File: src/rtl/ddr_wr_req_gen.sv
// ddr_wr_req_gen
// Splits a 256-bit source stream into paired BL8 write bursts: two data
// beats into the write-data FIFO and one burst address into the
// write-address FIFO. The address is pushed with the second beat of each
// burst, so it never precedes its data. Addresses walk a circular region
// [ADDR_BASE, ADDR_BASE + ADDR_SPAN).
//
// Optional feature macro: DDR_WR_PAD_EN
//   defined     - a frame whose s_last lands on the first beat of a burst is
//                 completed with a zero pad beat, and its address is pushed
//                 immediately.
//   not defined - s_last is ignored, S_PAD is unreachable, pad_cnt reads 0.
module ddr_wr_req_gen #(
    parameter logic [28:0] ADDR_BASE = 29'h0,
    parameter logic [28:0] ADDR_SPAN = 29'h0100_0000,
    parameter int unsigned ADDR_STEP = 8
) (
    input  logic         clk,
    input  logic         rst_n,
    input  logic         s_valid,
    output logic         s_ready,
    input  logic [255:0] s_data,
    input  logic         s_last,
    input  logic         restart,
    output logic         wdata_fifo_wr_en,
    output logic [255:0] wdata_fifo_din,
    input  logic         wdata_fifo_full,
    output logic         waddr_fifo_wr_en,
    output logic [29:0]  waddr_fifo_din,
    input  logic         waddr_fifo_full,
    output logic [28:0]  wr_ptr,
    output logic [31:0]  burst_cnt,
    output logic [15:0]  pad_cnt
);

    // Pointer arithmetic is done one bit wider so the region end cannot overflow.
    localparam logic [29:0] STEP_W   = 30'(ADDR_STEP);
    localparam logic [29:0] ADDR_END = {1'b0, ADDR_BASE} + {1'b0, ADDR_SPAN};

    typedef enum logic [1:0] {
        S_EVEN = 2'd0,
        S_ODD  = 2'd1,
        S_PAD  = 2'd2
    } state_t;

    state_t      state;
    state_t      state_nxt;
    logic        fifo_room;
    logic        beat_acc;
    logic        pad_push;
    logic        addr_push;
    logic        restart_pend;
    logic [29:0] ptr_sum;
    logic [28:0] ptr_adv;

    // Both FIFOs must have room, so a burst can never be split by a stall.
    assign fifo_room = !wdata_fifo_full && !waddr_fifo_full;

    // Source handshake and push qualifiers; everything is held off in reset.
    always_comb begin
        s_ready  = rst_n && fifo_room && (state != S_PAD);
        beat_acc = s_valid && s_ready;
`ifdef DDR_WR_PAD_EN
        pad_push = rst_n && fifo_room && (state == S_PAD);
`else
        pad_push = 1'b0;
`endif
        addr_push = (beat_acc && (state == S_ODD)) || pad_push;
    end

    // State register.
    always_ff @(posedge clk) begin
        if (!rst_n) begin
            state <= S_EVEN;
        end else begin
            state <= state_nxt;
        end
    end

    // Next-state logic: beat parity tracking plus the optional pad detour.
    always_comb begin
        state_nxt = state;
        case (state)
            S_EVEN: begin
                if (beat_acc) begin
                    state_nxt = S_ODD;
`ifdef DDR_WR_PAD_EN
                    if (s_last) begin
                        state_nxt = S_PAD;
                    end
`endif
                end
            end
            S_ODD: begin
                if (beat_acc) begin
                    state_nxt = S_EVEN;
                end
            end
            S_PAD: begin
                if (pad_push) begin
                    state_nxt = S_EVEN;
                end
            end
            default: state_nxt = S_EVEN;
        endcase
    end

    // FIFO push outputs: zero-latency pass-through of the accepted beat.
    always_comb begin
        wdata_fifo_wr_en = beat_acc || pad_push;
        wdata_fifo_din   = pad_push ? 256'b0 : s_data;
        waddr_fifo_wr_en = addr_push;
        waddr_fifo_din   = {1'b0, wr_ptr};
    end

    // Next linear burst address, wrapping back to the region base.
    always_comb begin
        ptr_sum = {1'b0, wr_ptr} + STEP_W;
        ptr_adv = (ptr_sum >= ADDR_END) ? ADDR_BASE : ptr_sum[28:0];
    end

    // Address pointer and restart handling; a restart mid-burst is deferred
    // until the burst's address has been pushed.
    always_ff @(posedge clk) begin
        if (!rst_n) begin
            wr_ptr       <= ADDR_BASE;
            restart_pend <= 1'b0;
        end else if (addr_push) begin
            wr_ptr       <= (restart || restart_pend) ? ADDR_BASE : ptr_adv;
            restart_pend <= 1'b0;
        end else if (restart) begin
            if (state == S_EVEN) begin
                wr_ptr <= ADDR_BASE;
            end else begin
                restart_pend <= 1'b1;
            end
        end
    end

    // Completed-burst counter, free-running modulo 2^32.
    always_ff @(posedge clk) begin
        if (!rst_n) begin
            burst_cnt <= 32'd0;
        end else if (addr_push) begin
            burst_cnt <= burst_cnt + 32'd1;
        end
    end

`ifdef DDR_WR_PAD_EN
    // Pad beat counter, saturating at all-ones.
    always_ff @(posedge clk) begin
        if (!rst_n) begin
            pad_cnt <= 16'd0;
        end else if (pad_push && (pad_cnt != 16'hFFFF)) begin
            pad_cnt <= pad_cnt + 16'd1;
        end
    end
`else
    logic unused_s_last;

    assign unused_s_last = s_last;
    assign pad_cnt       = 16'd0;
`endif

endmodule

File: config.mk
export PLATFORM = sky130hd
export DESIGN_NAME = ddr_wr_req_gen
export DESIGN_NICKNAME = d
export VERILOG_FILES = /design/src/rtl/ddr_wr_req_gen.sv
export SDC_FILE = /design/constraint.sdc
export NUM_CORES = 1
export LEC_CHECK = 0
export BUFFER_PORTS_ARGS = -buffer_cell sky130_fd_sc_hd__buf_4
export CORE_AREA = 2 2 242 244
export DETAILED_ROUTE_END_ITERATION = 8
export DIE_AREA = 0 0 244 246
export MAX_ROUTING_LAYER = met4
export PLACE_DENSITY = 0.31
export SLEW_MARGIN = 0
export SYNTH_ARGS = -nofsm -noshare
export SYNTH_HDL_FRONTEND = slang
export SYNTH_SLANG_ARGS = --single-unit
File: constraint.sdc
create_clock -name clk -period 4.1 [get_ports clk]
set_clock_uncertainty 0.2 [all_clocks]
set_input_delay 0.41 -clock clk [delete_from_list [all_inputs] [get_ports clk]]
set_output_delay 0.41 -clock clk [all_outputs]
set_load 0.02 [all_outputs]
==> impl_table.tex, run 1 <==
\begin{tabular}{lr}
\hline
Metric & Value \\
\hline
\multicolumn{2}{l}{\textbf{STA}} \\
\quad Fin Setup TNS & 0 ps \\
\quad Final period demand of the worst path & 3050 ps \\
\quad Max-slew headroom & 28.3\% \\
\quad RSZ-0062 raised after global routing & false \\
\quad Number of failing hold endpoints at the final stage & 0 \\
\quad Peak Freq & 328 MHz \\
\quad Setup violation total in the final timing report & 0 \\
\quad Post-route fraction of the period consumed by the critical path & 74.4\% \\
\quad Slew Limit Fails & 0 \\
\quad Transition time at the pin with the least slew margin & 1070 ps \\
\multicolumn{2}{l}{\textbf{Floorplan}} \\
\quad Die outline area & 0.0600 mm\^{}2 \\
\quad Number of primary I/O pins & 629 \\
\quad Horizontal die dimension & 244 um \\
\quad Number of cell rows & 88 \\
\quad Area of the core & 0.0574 mm\^{}2 \\
\quad Starting density of the core & 9.42\% \\
\quad Chip height & 246 um \\
\multicolumn{2}{l}{\textbf{Flow run}} \\
\quad Max-cap viol count & 0 \\
\multicolumn{2}{l}{\textbf{Setup path}} \\
\quad Highest cell delay on the worst timing path & 660 ps \\
\quad Cell with the largest stage delay on the worst path & a221oi\_2 \\
\quad Data arrival time of the critical path & 3140 ps \\
\quad Buffers and inverters on the worst path & 1 \\
\quad Crit-path cells & ha\_1, nand3\_1, nor2\_1, nand4\_1, a221oi\_2, buf\_4, o211ai\_2, a21boi\_2 \\
\quad Crit. End Element & flip-flop \\
\quad Type of the setup path with the least slack & flip-flop to flip-flop \\
\quad Worst Path Max Fanout & 15 \\
\quad Number of cells traversed by the worst register-to-register path & 8 \\
\quad Required time worst endpoint & 4190 ps \\
\quad Critical path depth & 8 \\
\quad Worst Setup Start Kind & flip-flop \\
\quad CP top delay family & compound AO/OA/AOI/OAI gates \\
\multicolumn{2}{l}{\textbf{Global route}} \\
\quad Global-route wire length before repair & 23.6 mm \\
\quad GRT met3 Usage & 4.29\% \\
\quad Met2 layer usage reported by global route & 7.34\% \\
\quad Via count of the first global-routing pass & 3,237 \\
\quad Largest net degree at the start of global routing & 43 \\
\quad Gr ovfl total & 0 \\
\quad Global Route Usage Sum & 5.77\% \\
\quad Busiest grt layer & met2 \\
\quad Grt met1 use & 6.01\% \\
\quad Antenna violations before repair & 0 \\
\multicolumn{2}{l}{\textbf{Finish}} \\
\quad Fill cell instance count of the final layout & 6,696 \\
\quad Share of cells above drive strength 1 & 26.2\% \\
\quad Area taken by flip-flops and latches & 0.00120 mm\^{}2 \\
\quad Number of nets in the layout & 750 \\
\quad Multi-input gate area & 0.00188 mm\^{}2 \\
\quad Number of standard cells in the final layout excluding fillers & 1,254 \\
\quad Area delta synth->final & -4.98\% \\
\quad Count of antenna diodes in the layout & 0 \\
\multicolumn{2}{l}{\textbf{Clock network}} \\
\quad Level count of the clock H-tree & 3 \\
\quad TritonCTS clock tree & done \\
\quad Reg clk slew, reported paths & 60 ps \\
\quad CTS sink count & 60 \\
\quad Deepest clock path buffer count & 2 \\
\quad Clock Latency Late Sink & 350 ps \\
\quad TritonCTS Buffers & 9 \\
\quad Hold buffers post-CTS & 0 \\
\quad CTS Root Cell & clkbuf\_16 \\
\quad Total of cells resized after clock tree synthesis & 0 \\
\quad Setup Fix Bufs, Post-CTS & 0 \\
\multicolumn{2}{l}{\textbf{Synthesis}} \\
\quad Number of synthesized register bits & 60 \\
\quad Average instance area after synthesis & 7.98 um\^{}2 \\
\quad Share of the yosys chip area belonging to registers & 22.2\% \\
\quad Cells after synthesis & 677 \\
\quad Cell area after synthesis & 0.00540 mm\^{}2 \\
\quad Number of library cell types mapped by synthesis & 48 \\
\quad Warnings, synthesis & 0 \\
\multicolumn{2}{l}{\textbf{Route}} \\
\quad Count of TritonRoute iterations in the first routing pass & 4 \\
\quad Wire per inst & 13.7 um \\
\quad Number of DRC violations after detailed routing & 0 \\
\quad Avg Vias per Cell & 2.68 \\
\quad Antenna viol nets, final & 0 \\
\quad Routed vias & 3,361 \\
\quad Routed wire length & 17.2 mm \\
\quad Starting DRT DRC Count & 159 \\
\multicolumn{2}{l}{\textbf{Power and ir drop}} \\
\quad Total power draw & 1.52 mW \\
\quad Power per cell area & 297 mW/mm\^{}2 \\
\quad Leakage power summed over all cells & 1.92 nW \\
\quad Highest ir drop seen on vdd & 0.202 mV \\
\multicolumn{2}{l}{\textbf{Place}} \\
\quad Placed wire-length estimate & 13.0 mm \\
\quad Number of port buffers & 92 \\
\quad Routability-driven placement congestion ratio & 0.683 \\
\quad Placed instance count & 1,239 \\
\multicolumn{2}{l}{\textbf{Hold path}} \\
\quad Class of the tightest hold or removal check & primary input to flip-flop \\
\quad WHS Path Cells & 3 \\
\multicolumn{2}{l}{\textbf{Outcome}} \\
\quad Run status & finished clean \\
\hline
\end{tabular}
state kept, by name (all words and copies together) (netlist names):
signal	flops
restart_pend	1
wr_ptr	26
burst_cnt	32
state	1
area by class of cell:
class / instances / area share, %
Timing Repair Buffer: 96 / 14.0
Inverter: 14 / 1.02
Multi-Input combinational cell: 304 / 36.5
Sequential cell: 60 / 23.4
Clock inverter: 4 / 1.41
Tap cell: 765 / 18.6
Clock buffer: 11 / 4.92
cells in the mapped netlist, drive strengths merged:
library cell    n  area [um^2]
buf           311         2330
dfxtp          60         1200
nand2          58          218
and2           41          257
nor2           25         93.8
xnor2          20          175
o221ai         18          158
nand4          15          124
nand3          14         70.1
inv            13         48.8
clkbuf         10         37.5
nor3           10         55.1
and3            8         50.1
nor4            7         65.1
a21boi          6         48.8
o21ai           6         30.0
or2             6         37.5
xor2            6         52.6
o21a            5         37.5
or3             5         31.3
nor2b           4         25.0
a21oi           3         15.0
and4            3         26.3
nor3b           3         22.5
o211ai          3         27.5
or4             3         22.5
a31o            2         17.5
and4bb          2         32.5
ha              2         25.0
a221oi          1         15.0
a22o            1         8.76
a22oi           1         12.5
a31oi           1         6.26
clkinv          1         3.75
conb            1         3.75
mux2i           1         10.0
or3b            1         8.76
placed cells by master, fill, tap and decap left out, types with 9 or more instances in the layout:
cell,synthesis,final
nand3_1,14,14
o221ai_1,18,18
inv_1,13,13
dfxtp_1,60,60
nor2_1,25,25
xnor2_1,20,20
clkbuf_16,0,9
buf_4,306,96
nand4_1,13,13
nor3_1,9,9
conb_1,1,23
nand2_1,58,58
and2_1,41,41
routing by layer:
layer  share of wire, %  wire length, um  vias to the layer above
li1                   -                -                     1513
met1                 39             6670                     1453
met2                 40             6880                      293
met3                 15             2530                      102
met4                6.4             1090                        0
met5                  0                0                        -
kinds of logic after synthesis:
kind of cell / count (synthesis) / synth area share (%)
muxes: 1 / 0.185
other: 1 / 0.0694
buffers and inverters: 335 / 44.8
adders and majority gates: 2 / 0.463
AOI/OAI and AO/OA: 47 / 6.97
xor gates and xnor gates: 26 / 4.22
DFF: 60 / 22.2
and+or+nand+nor: 205 / 21.1
per-stage QoR:
stage	util (%)	worst slack (ps)	hold WS (ps)	area (um^2)
global placement	8.38	1100	299	4810
detailed placement	8.38	1040	309	4810
global route	8.95	824	245	5130
CTS	8.95	1030	182	5130
floorplan	-	1680	291	5480
finish	8.95	1050	216	5130
final timing paths:
kind | end | startpoint | slack, ps
max reg2reg | wr_ptr[3] | wr_ptr[4] | 1050
min | restart_pend | restart | 220
max | wr_ptr[3] | wr_ptr[4] | 1050
min reg2reg | wr_ptr[10] | wr_ptr[10] | 320
worst register-to-register path, stage by stage, from the launching register on:
cell,delay (ps)
dfxtp_1,470
ha_1,240
nand3_1,220
nor2_1,390
nand4_1,160
a221oi_2,660
buf_4,360
o211ai_2,140
a21boi_2,160
power by group:
part | internal, mW | switching, mW | total (mW)
clock network | 0.561 | 0.322 | 0.883
registers | 0.585 | 0.00299 | 0.588
logic | 0.0127 | 0.0398 | 0.0525
total | 1.16 | 0.364 | 1.52
(Power assumes the default switching activity.)
==> run 2: changes to the inputs <==
--- a/config.mk
+++ b/config.mk
@@ -6,11 +6,11 @@
 export NUM_CORES = 1
 export LEC_CHECK = 0
 export BUFFER_PORTS_ARGS = -buffer_cell sky130_fd_sc_hd__buf_4
-export CORE_AREA = 2 2 242 244
+export CORE_AREA = 2 2 245 247
 export DETAILED_ROUTE_END_ITERATION = 8
-export DIE_AREA = 0 0 244 246
+export DIE_AREA = 0 0 247 249
 export MAX_ROUTING_LAYER = met4
-export PLACE_DENSITY = 0.31
+export PLACE_DENSITY = 0.3
 export SLEW_MARGIN = 0
 export SYNTH_ARGS = -nofsm -noshare
 export SYNTH_HDL_FRONTEND = slang
==> constraint.sdc (replaced) <==
create_clock -name clk -period 3.14 [get_ports clk]
set_clock_uncertainty 0.2 [all_clocks]
set_input_delay 0.314 -clock clk [delete_from_list [all_inputs] [get_ports clk]]
set_output_delay 0.314 -clock clk [all_outputs]
set_load 0.02 [all_outputs]
==> impl_table.tex, run 2 (synthesis results as in run 1) <==
\begin{tabular}{lr}
\hline
Metric & Value \\
\hline
\multicolumn{2}{l}{\textbf{Outcome}} \\
\quad Run status & finished clean \\
\multicolumn{2}{l}{\textbf{Clock network}} \\
\quad Hold buffers post-CTS & 0 (unchanged) \\
\quad Reg clk slew, reported paths & 60 ps (about the same) \\
\quad Deepest clock path buffer count & 2 (unchanged) \\
\quad CTS sink count & 60 (unchanged) \\
\quad TritonCTS clock tree & done \\
\quad Total of cells resized after clock tree synthesis & 0 (unchanged) \\
\quad Level count of the clock H-tree & 3 (unchanged) \\
\quad Clock Latency Late Sink & 340 ps (about the same) \\
\quad TritonCTS Buffers & 9 (unchanged) \\
\quad Setup Fix Bufs, Post-CTS & 0 (unchanged) \\
\quad CTS Root Cell & clkbuf\_16 \\
\multicolumn{2}{l}{\textbf{Setup path}} \\
\quad Type of the setup path with the least slack & flip-flop to flip-flop \\
\quad Data arrival time of the critical path & 2790 ps (-350 ps) \\
\quad Critical R2R Launch & wr\_ptr[4] \\
\quad Worst reg2reg setup slack & 420 ps (-630 ps) \\
\quad Worst reg2reg path endpoint & wr\_ptr[18] \\
\quad Required time worst endpoint & 3210 ps (-980 ps) \\
\quad Buffers and inverters on the worst path & 0 (-1) \\
\quad Number of cells traversed by the worst register-to-register path & 7 (-1) \\
\quad Highest cell delay on the worst timing path & 600 ps (-60 ps) \\
\quad Crit. End Element & flip-flop \\
\quad Cell with the largest stage delay on the worst path & and4bb\_4 \\
\quad Worst Path Max Fanout & 22 (+7) \\
\quad Crit-path cells & ha\_1, nand3\_1, nor2\_1, nand4\_1, and4bb\_4, o211ai\_1, a22oi\_2 \\
\quad Worst Setup Start Kind & flip-flop \\
\quad CP top delay family & simple AND/OR/NAND/NOR gates \\
\multicolumn{2}{l}{\textbf{Hold path}} \\
\quad Class of the tightest hold or removal check & primary input to flip-flop \\
\quad Destination of the worst hold path & restart\_pend \\
\quad Start point of the worst min-delay path & restart \\
\quad WHS Path Cells & 3 (unchanged) \\
\multicolumn{2}{l}{\textbf{Global route}} \\
\quad Gr ovfl total & 0 (unchanged) \\
\quad Via count of the first global-routing pass & 3,329 (+2.8\%) \\
\quad Global Route Usage Sum & 5.60\% (-0.17 points) \\
\quad Global-route wire length before repair & 23.9 mm (+1.4\%) \\
\quad Antenna violations before repair & 0 (unchanged) \\
\quad Largest net degree at the start of global routing & 43 (unchanged) \\
\multicolumn{2}{l}{\textbf{Finish}} \\
\quad Count of antenna diodes in the layout & 0 (unchanged) \\
\quad Most used cells in the layout excluding fill and tap cells & 112 x buf\_4, 60 x dfxtp\_1, 58 x nand2\_1 \\
\quad Number of nets in the layout & 766 (+2.1\%) \\
\quad Share of cells above drive strength 1 & 28.7\% (+2.5 points) \\
\quad Fill cell instance count of the final layout & 6,812 (+1.7\%) \\
\quad Post-route core utilization & 8.93\% (-0.020 points) \\
\quad Registers with the highest flip-flop counts & burst\_cnt (32), wr\_ptr (26) \\
\quad Most common cell after layout, fill and taps aside & buf\_4 \\
\quad Area delta synth->final & -3.01\% \\
\quad Largest Register & burst\_cnt \\
\quad Max FFs per register & 32 (unchanged) \\
\multicolumn{2}{l}{\textbf{Flow run}} \\
\quad Max-cap viol count & 0 (unchanged) \\
\multicolumn{2}{l}{\textbf{Place}} \\
\quad Number of port buffers & 92 (unchanged) \\
\quad Routability-driven placement congestion ratio & 0.660 (-3.3\%) \\
\quad Worst Setup Slack post-DPL & 367 ps (-671 ps) \\
\quad Placed wire-length estimate & 13.7 mm (+5.4\%) \\
\multicolumn{2}{l}{\textbf{Power and ir drop}} \\
\quad Leakage power summed over all cells & 1.99 nW (+3.6\%) \\
\quad Power per cell area & 356 mW/mm\^{}2 (+20\%) \\
\quad Total power draw & 1.87 mW (+23\%) \\
\quad Highest ir drop seen on vdd & 0.236 mV (+17\%) \\
\multicolumn{2}{l}{\textbf{Route}} \\
\quad Avg Vias per Cell & 2.69 (+0.38\%) \\
\quad Count of TritonRoute iterations in the first routing pass & 4 (unchanged) \\
\quad Number of DRC violations after detailed routing & 0 (unchanged) \\
\quad Wire per inst & 13.6 um (-0.93\%) \\
\quad Routed wire length & 17.4 mm (+1.0\%) \\
\quad Routed vias & 3,441 (+2.4\%) \\
\quad Starting DRT DRC Count & 127 (-20\%) \\
\quad Antenna viol nets, final & 0 (unchanged) \\
\multicolumn{2}{l}{\textbf{STA}} \\
\quad Number of failing hold endpoints at the final stage & 0 (unchanged) \\
\quad Fin Setup TNS & 0 ps (unchanged) \\
\quad Transition time at the pin with the least slew margin & 936 ps (-139 ps) \\
\quad Setup violation total in the final timing report & 0 (unchanged) \\
\quad Max-slew headroom & 37.6\% (+9.4 points) \\
\quad RSZ-0062 raised after global routing & false \\
\quad Slew Limit Fails & 0 (unchanged) \\
\quad Post-route fraction of the period consumed by the critical path & 86.6\% (+12 points) \\
\quad Post-route setup slack & 421 ps (-628 ps) \\
\quad Final period demand of the worst path & 2720 ps (-332 ps) \\
\quad Peak Freq & 368 MHz (+12\%) \\
\quad Final hold slack & 120 ps (-96.0 ps) \\
\multicolumn{2}{l}{\textbf{Floorplan}} \\
\quad Area of the core & 0.0587 mm\^{}2 (+2.3\%) \\
\quad Die outline area & 0.0615 mm\^{}2 (+2.5\%) \\
\quad Chip height & 249 um (+1.2\%) \\
\quad Horizontal die dimension & 247 um (+1.2\%) \\
\quad Number of primary I/O pins & 629 (unchanged) \\
\quad Number of cell rows & 89 (+1.1\%) \\
\quad Starting density of the core & 9.20\% (-0.21 points) \\
\hline
\end{tabular}
[run 2: worst max path at each step]
stage,start,end,cells after the start
finish,wr_ptr[4],wr_ptr[18],7
global route,wr_ptr[4],wr_ptr[18],7
CTS,wr_ptr[4],wr_ptr[18],7
detailed placement,wr_ptr[4],wr_ptr[18],7
global placement,wr_ptr[4],wr_ptr[18],7
floorplan,wr_ptr[11],wr_ptr[13],8
[run 2: metal layers]
layer	wire length, um	vias up	GRT usage [%]
met1	6800	1518	5.94
li1	-	1550	-
met4	1310	0	4.17
met2	7180	270	7.61
met5	0	-	-
met3	2070	103	3.22
[run 2: power by group]
part	leakage, nW	total [mW]	switching (mW)	internal (mW)
Sequential	0.483	0.765	0.00157	0.763
Combinational	1.37	0.0730	0.0547	0.0183
Clock	0.142	1.03	0.411	0.618
[run 2: final cells by class]
cell class | instances | area, um^2 | share of cell area [%]
tap | 773 | 967 | 18.5
inverter | 14 | 52.6 | 1.00
clock inverter | 7 | 76.3 | 1.46
timing repair buffer | 112 | 841 | 16.0
clock buffer | 9 | 225 | 4.30
sequential | 60 | 1200 | 22.9
multi-input combinational | 304 | 1880 | 35.8
[run 2: through the flow]
stage / area (um^2) / instances
after floorplan: 5480 / 699
after global placement: 4940 / 1263
after detailed placement: 4940 / 1263
after CTS: 5240 / 1279
after global routing: 5240 / 1279
final: 5240 / 1279
[run 2: tightest hold or removal path: stages]
cell     delay (ps)
buf_4            90
a21oi_1          60
nor3b_1         150
==> run 3: changes to the inputs <==
--- a/config.mk
+++ b/config.mk
@@ -5,12 +5,13 @@
 export SDC_FILE = /design/constraint.sdc
 export NUM_CORES = 1
 export LEC_CHECK = 0
+export ABC_AREA = 1
 export BUFFER_PORTS_ARGS = -buffer_cell sky130_fd_sc_hd__buf_4
-export CORE_AREA = 2 2 245 247
+export CORE_AREA = 2 2 242 244
 export DETAILED_ROUTE_END_ITERATION = 8
-export DIE_AREA = 0 0 247 249
+export DIE_AREA = 0 0 244 246
 export MAX_ROUTING_LAYER = met4
-export PLACE_DENSITY = 0.3
+export PLACE_DENSITY = 0.32
 export SLEW_MARGIN = 0
 export SYNTH_ARGS = -nofsm -noshare
 export SYNTH_HDL_FRONTEND = slang
==> impl_table.tex, run 3 <==
\begin{tabular}{lr}
\hline
Metric & Value \\
\hline
\multicolumn{2}{l}{\textbf{Finish}} \\
\quad Share of cells above drive strength 1 & 22.3\% (-6.4 points) \\
\quad Multi-input gate area & 0.00225 mm\^{}2 (+20\%) \\
\quad Most used cells in the layout excluding fill and tap cells & 161 x nand2\_1, 100 x buf\_4, 73 x nor2\_1 \\
\quad Number of nets in the layout & 947 (+24\%) \\
\quad Most common cell after layout, fill and taps aside & nand2\_1 \\
\quad Area taken by flip-flops and latches & 0.00120 mm\^{}2 (unchanged) \\
\quad Post-route cell area & 0.00566 mm\^{}2 (+8.1\%) \\
\quad Largest Register & burst\_cnt \\
\quad Max FFs per register & 32 (unchanged) \\
\quad Area delta synth->final & -4.47\% \\
\quad Post-route core utilization & 9.87\% (+0.94 points) \\
\quad Fill cell instance count of the final layout & 6,746 (-0.97\%) \\
\quad Registers with the highest flip-flop counts & burst\_cnt (32), wr\_ptr (26) \\
\multicolumn{2}{l}{\textbf{Clock network}} \\
\quad Clock Latency Late Sink & 350 ps (about the same) \\
\quad Reg clk slew, reported paths & 50 ps (about the same) \\
\quad CTS Root Cell & clkbuf\_16 \\
\quad Total of cells resized after clock tree synthesis & 0 (unchanged) \\
\quad Deepest clock path buffer count & 2 (unchanged) \\
\quad TritonCTS Buffers & 9 (unchanged) \\
\quad Hold buffers post-CTS & 0 (unchanged) \\
\quad TritonCTS clock tree & done \\
\quad Setup Fix Bufs, Post-CTS & 0 (unchanged) \\
\quad Level count of the clock H-tree & 3 (unchanged) \\
\quad CTS sink count & 60 (unchanged) \\
\multicolumn{2}{l}{\textbf{Hold path}} \\
\quad Destination of the worst hold path & restart\_pend \\
\quad WHS Path Cells & 3 (unchanged) \\
\quad Start point of the worst min-delay path & restart \\
\quad Class of the tightest hold or removal check & primary input to flip-flop \\
\multicolumn{2}{l}{\textbf{Synthesis}} \\
\quad Area fraction of the dominant cell type after synthesis & 39.0\% (-3.5 points) \\
\quad Fraction of registers with async set or reset after synthesis & 0\% (unchanged) \\
\quad Number of synthesized register bits & 60 (unchanged) \\
\quad Number of library cell types mapped by synthesis & 30 (-38\%) \\
\quad Cell area after synthesis & 0.00593 mm\^{}2 (+9.8\%) \\
\quad Cells after synthesis & 870 (+29\%) \\
\quad Dominant register cell in the synthesized netlist & dfxtp\_1 \\
\quad Warnings, synthesis & 0 (unchanged) \\
\quad Most numerous cell types in the synthesized netlist & 308 x buf\_4, 161 x nand2\_1, 73 x nor2\_1 \\
\quad Average instance area after synthesis & 6.81 um\^{}2 (-15\%) \\
\quad Post-synth top area cell & buf\_4 \\
\quad Number of synthesized flops with an enable pin & 0 (unchanged) \\
\quad Most area-consuming cells after synthesis & buf\_4 39\%, dfxtp\_1 20\%, nand2\_1 10\% \\
\quad Top-count cell post-synth & buf\_4 \\
\quad Share of the yosys chip area belonging to registers & 20.3\% (-2.0 points) \\
\multicolumn{2}{l}{\textbf{Route}} \\
\quad Antenna viol nets, final & 0 (unchanged) \\
\quad Starting DRT DRC Count & 169 (+33\%) \\
\quad Wire per inst & 13.4 um (-0.95\%) \\
\quad Avg Vias per Cell & 2.93 (+9.0\%) \\
\quad Number of DRC violations after detailed routing & 0 (unchanged) \\
\quad Routed wire length & 19.5 mm (+13\%) \\
\quad Routed vias & 4,262 (+24\%) \\
\quad Count of TritonRoute iterations in the first routing pass & 6 (+2) \\
\multicolumn{2}{l}{\textbf{Setup path}} \\
\quad Crit-path cells & ha\_1, nand3\_2, inv\_2, nand2\_2, nor2\_4, nand2\_1, nand2\_1, nand3\_2, nor2\_4, nand3\_1, a21oi\_1 \\
\quad Worst Path Max Fanout & 21 (-4.5\%) \\
\quad Critical R2R Launch & wr\_ptr[3] \\
\quad Worst reg2reg setup slack & 660 ps (+240 ps) \\
\quad Highest cell delay on the worst timing path & 460 ps (-140 ps) \\
\quad Buffers and inverters on the worst path & 1 (+1) \\
\quad Data arrival time of the critical path & 2550 ps (-240 ps) \\
\quad Type of the setup path with the least slack & flip-flop to flip-flop \\
\quad Worst Setup Start Kind & flip-flop \\
\quad Cell with the largest stage delay on the worst path & dfxtp\_1 \\
\quad Crit. End Element & flip-flop \\
\quad CP top delay family & simple AND/OR/NAND/NOR gates \\
\quad Number of cells traversed by the worst register-to-register path & 11 (+4) \\
\quad Required time worst endpoint & 3210 ps (about the same) \\
\quad Worst reg2reg path endpoint & wr\_ptr[20] \\
\multicolumn{2}{l}{\textbf{Place}} \\
\quad Worst Setup Slack post-DPL & 352 ps (-14.2 ps) \\
\quad Total cell area at the placement stage & 0.00534 mm\^{}2 (+8.2\%) \\
\quad Number of port buffers & 92 (unchanged) \\
\quad Routability-driven placement congestion ratio & 0.731 (+11\%) \\
\quad Placed wire-length estimate & 15.6 mm (+14\%) \\
\multicolumn{2}{l}{\textbf{STA}} \\
\quad Final hold slack & 41.1 ps (-78.9 ps) \\
\quad Fin Setup TNS & 0 ps (unchanged) \\
\quad Slew Limit Fails & 0 (unchanged) \\
\quad Post-route fraction of the period consumed by the critical path & 79.1\% (-7.5 points) \\
\quad Peak Freq & 403 MHz (+9.5\%) \\
\quad Number of failing hold endpoints at the final stage & 0 (unchanged) \\
\quad Setup violation total in the final timing report & 0 (unchanged) \\
\quad RSZ-0062 raised after global routing & false \\
\quad Max-slew headroom & 50.1\% (+12 points) \\
\quad Post-route setup slack & 657 ps (+236 ps) \\
\quad Transition time at the pin with the least slew margin & 749 ps (-186 ps) \\
\quad Final period demand of the worst path & 2480 ps (-236 ps) \\
\multicolumn{2}{l}{\textbf{Power and ir drop}} \\
\quad Part of the power in the clock network & 56.8\% (+1.7 points) \\
\quad Highest ir drop seen on vdd & 0.252 mV (+6.8\%) \\
\quad Internal portion of total power & 1.49 mW (+6.1\%) \\
\quad Switching Fraction & 22.9\% (-2.1 points) \\
\quad Power per cell area & 340 mW/mm\^{}2 (-4.5\%) \\
\quad Flop pwr share & 39.6\% (-1.4 points) \\
\quad Gate power share & 3.6\% (-0.3 points) \\
\quad Leakage power summed over all cells & 1.83 nW (-8.1\%) \\
\quad Switching component of the power & 0.442 mW (-5.3\%) \\
\multicolumn{2}{l}{\textbf{Global route}} \\
\quad Via count of the first global-routing pass & 4,145 (+25\%) \\
\quad Antenna violations before repair & 1 (+1) \\
\quad Global Route Usage Sum & 6.55\% (+0.95 points) \\
\quad Gr ovfl total & 0 (unchanged) \\
\quad Largest net degree at the start of global routing & 32 (-26\%) \\
\quad Global-route wire length before repair & 27.6 mm (+15\%) \\
\multicolumn{2}{l}{\textbf{Floorplan}} \\
\quad Starting density of the core & 10.3\% (+1.1 points) \\
\quad Chip height & 246 um (-1.2\%) \\
\quad Horizontal die dimension & 244 um (-1.2\%) \\
\quad Die outline area & 0.0600 mm\^{}2 (-2.4\%) \\
\quad Area of the core & 0.0574 mm\^{}2 (-2.2\%) \\
\quad Number of primary I/O pins & 629 (unchanged) \\
\quad Number of cell rows & 88 (-1.1\%) \\
\multicolumn{2}{l}{\textbf{Outcome}} \\
\quad Run status & finished clean \\
\multicolumn{2}{l}{\textbf{Flow run}} \\
\quad Max-cap viol count & 0 (unchanged) \\
\hline
\end{tabular}
run 3: cell types whose count changed after synthesis, sizes merged, moves of 7 or more:
cell / delta
nand3: +25
nand4: -7
a21oi: +53
nor3: +18
and3: -8
xnor2: -10
and2: -39
o221ai: -18
inv: +36
nor2: +66
nand2: +112
run 3: cell families (layout without fill, tap and decap cells):
| logic type | count (synthesis) | count (layout) | synth area share, % |
|---|---|---|---|
| XOR/XNOR | 21 | 21 | 3.10 |
| adder cells (fa/ha/maj) | 2 | 2 | 0.422 |
| AND/OR/NAND/NOR | 347 | 347 | 27.1 |
| other | 1 | 24 | 0.0633 |
| flip-flops | 60 | 60 | 20.3 |
| AO/OA/AOI/OAI | 69 | 69 | 5.91 |
| buffers and inverters | 370 | 165 | 43.2 |
run 3: metrics by stage:
| stage | cells | total power, mW |
|---|---|---|
| after CTS | 1452 | 1.98 |
| after global placement | 1436 | 0.852 |
| after global routing | 1453 | 2.01 |
| final | 1453 | 1.93 |
| after floorplan | 892 | 1.33 |
| after detailed placement | 1436 | 0.851 |
run 3: worst max-delay path by stage:
| stage | cells after the start | slack, ps | end | startpoint |
|---|---|---|---|---|
| after floorplan | 12 | 1090 | wr_ptr[6] | wr_ptr[4] |
| after global placement | 8 | 320 | wr_ptr[3] | rst_n |
| final | 11 | 660 | wr_ptr[20] | wr_ptr[3] |
| after global routing | 11 | 370 | wr_ptr[21] | wr_ptr[3] |
| after detailed placement | 8 | 350 | wr_ptr[3] | rst_n |
| after CTS | 11 | 590 | wr_ptr[20] | wr_ptr[3] |
run 3: layout make-up:
cell class              count  area share (%)
multi-input cells         462            39.7
flip-flops and latches     60            21.2
well taps                 765            16.9
repair buffers            100            13.3
clock buffers              11            4.29
inverters                  49            3.25
clock inverters             5            1.33
diodes                      1          0.0442
run 3: power by group through the flow:
stage               sequential (mW)  combinational, mW  clock [mW]
global route                  0.763             0.0770        1.17
detailed placement            0.780             0.0717           0
finish                        0.763             0.0696        1.09
global placement              0.780             0.0721           0
floorplan                     0.780              0.548           0
CTS                           0.763             0.0718        1.14
run 3: per-layer routing:
metal  up-vias  GRT usage (%)  wire length [um]
met4         0           3.41               932
li1       2034              -                 -
met2       308           9.22              8330
met1      1837           6.80              7590
met5         -              -                 0
met3        83           4.56              2680
run 3: tightest hold or removal path, delay by kind of cell:
kind            cells  cell delay (ps)
buf+inv             1               90
compound gates      1               60
simple gates        1               90
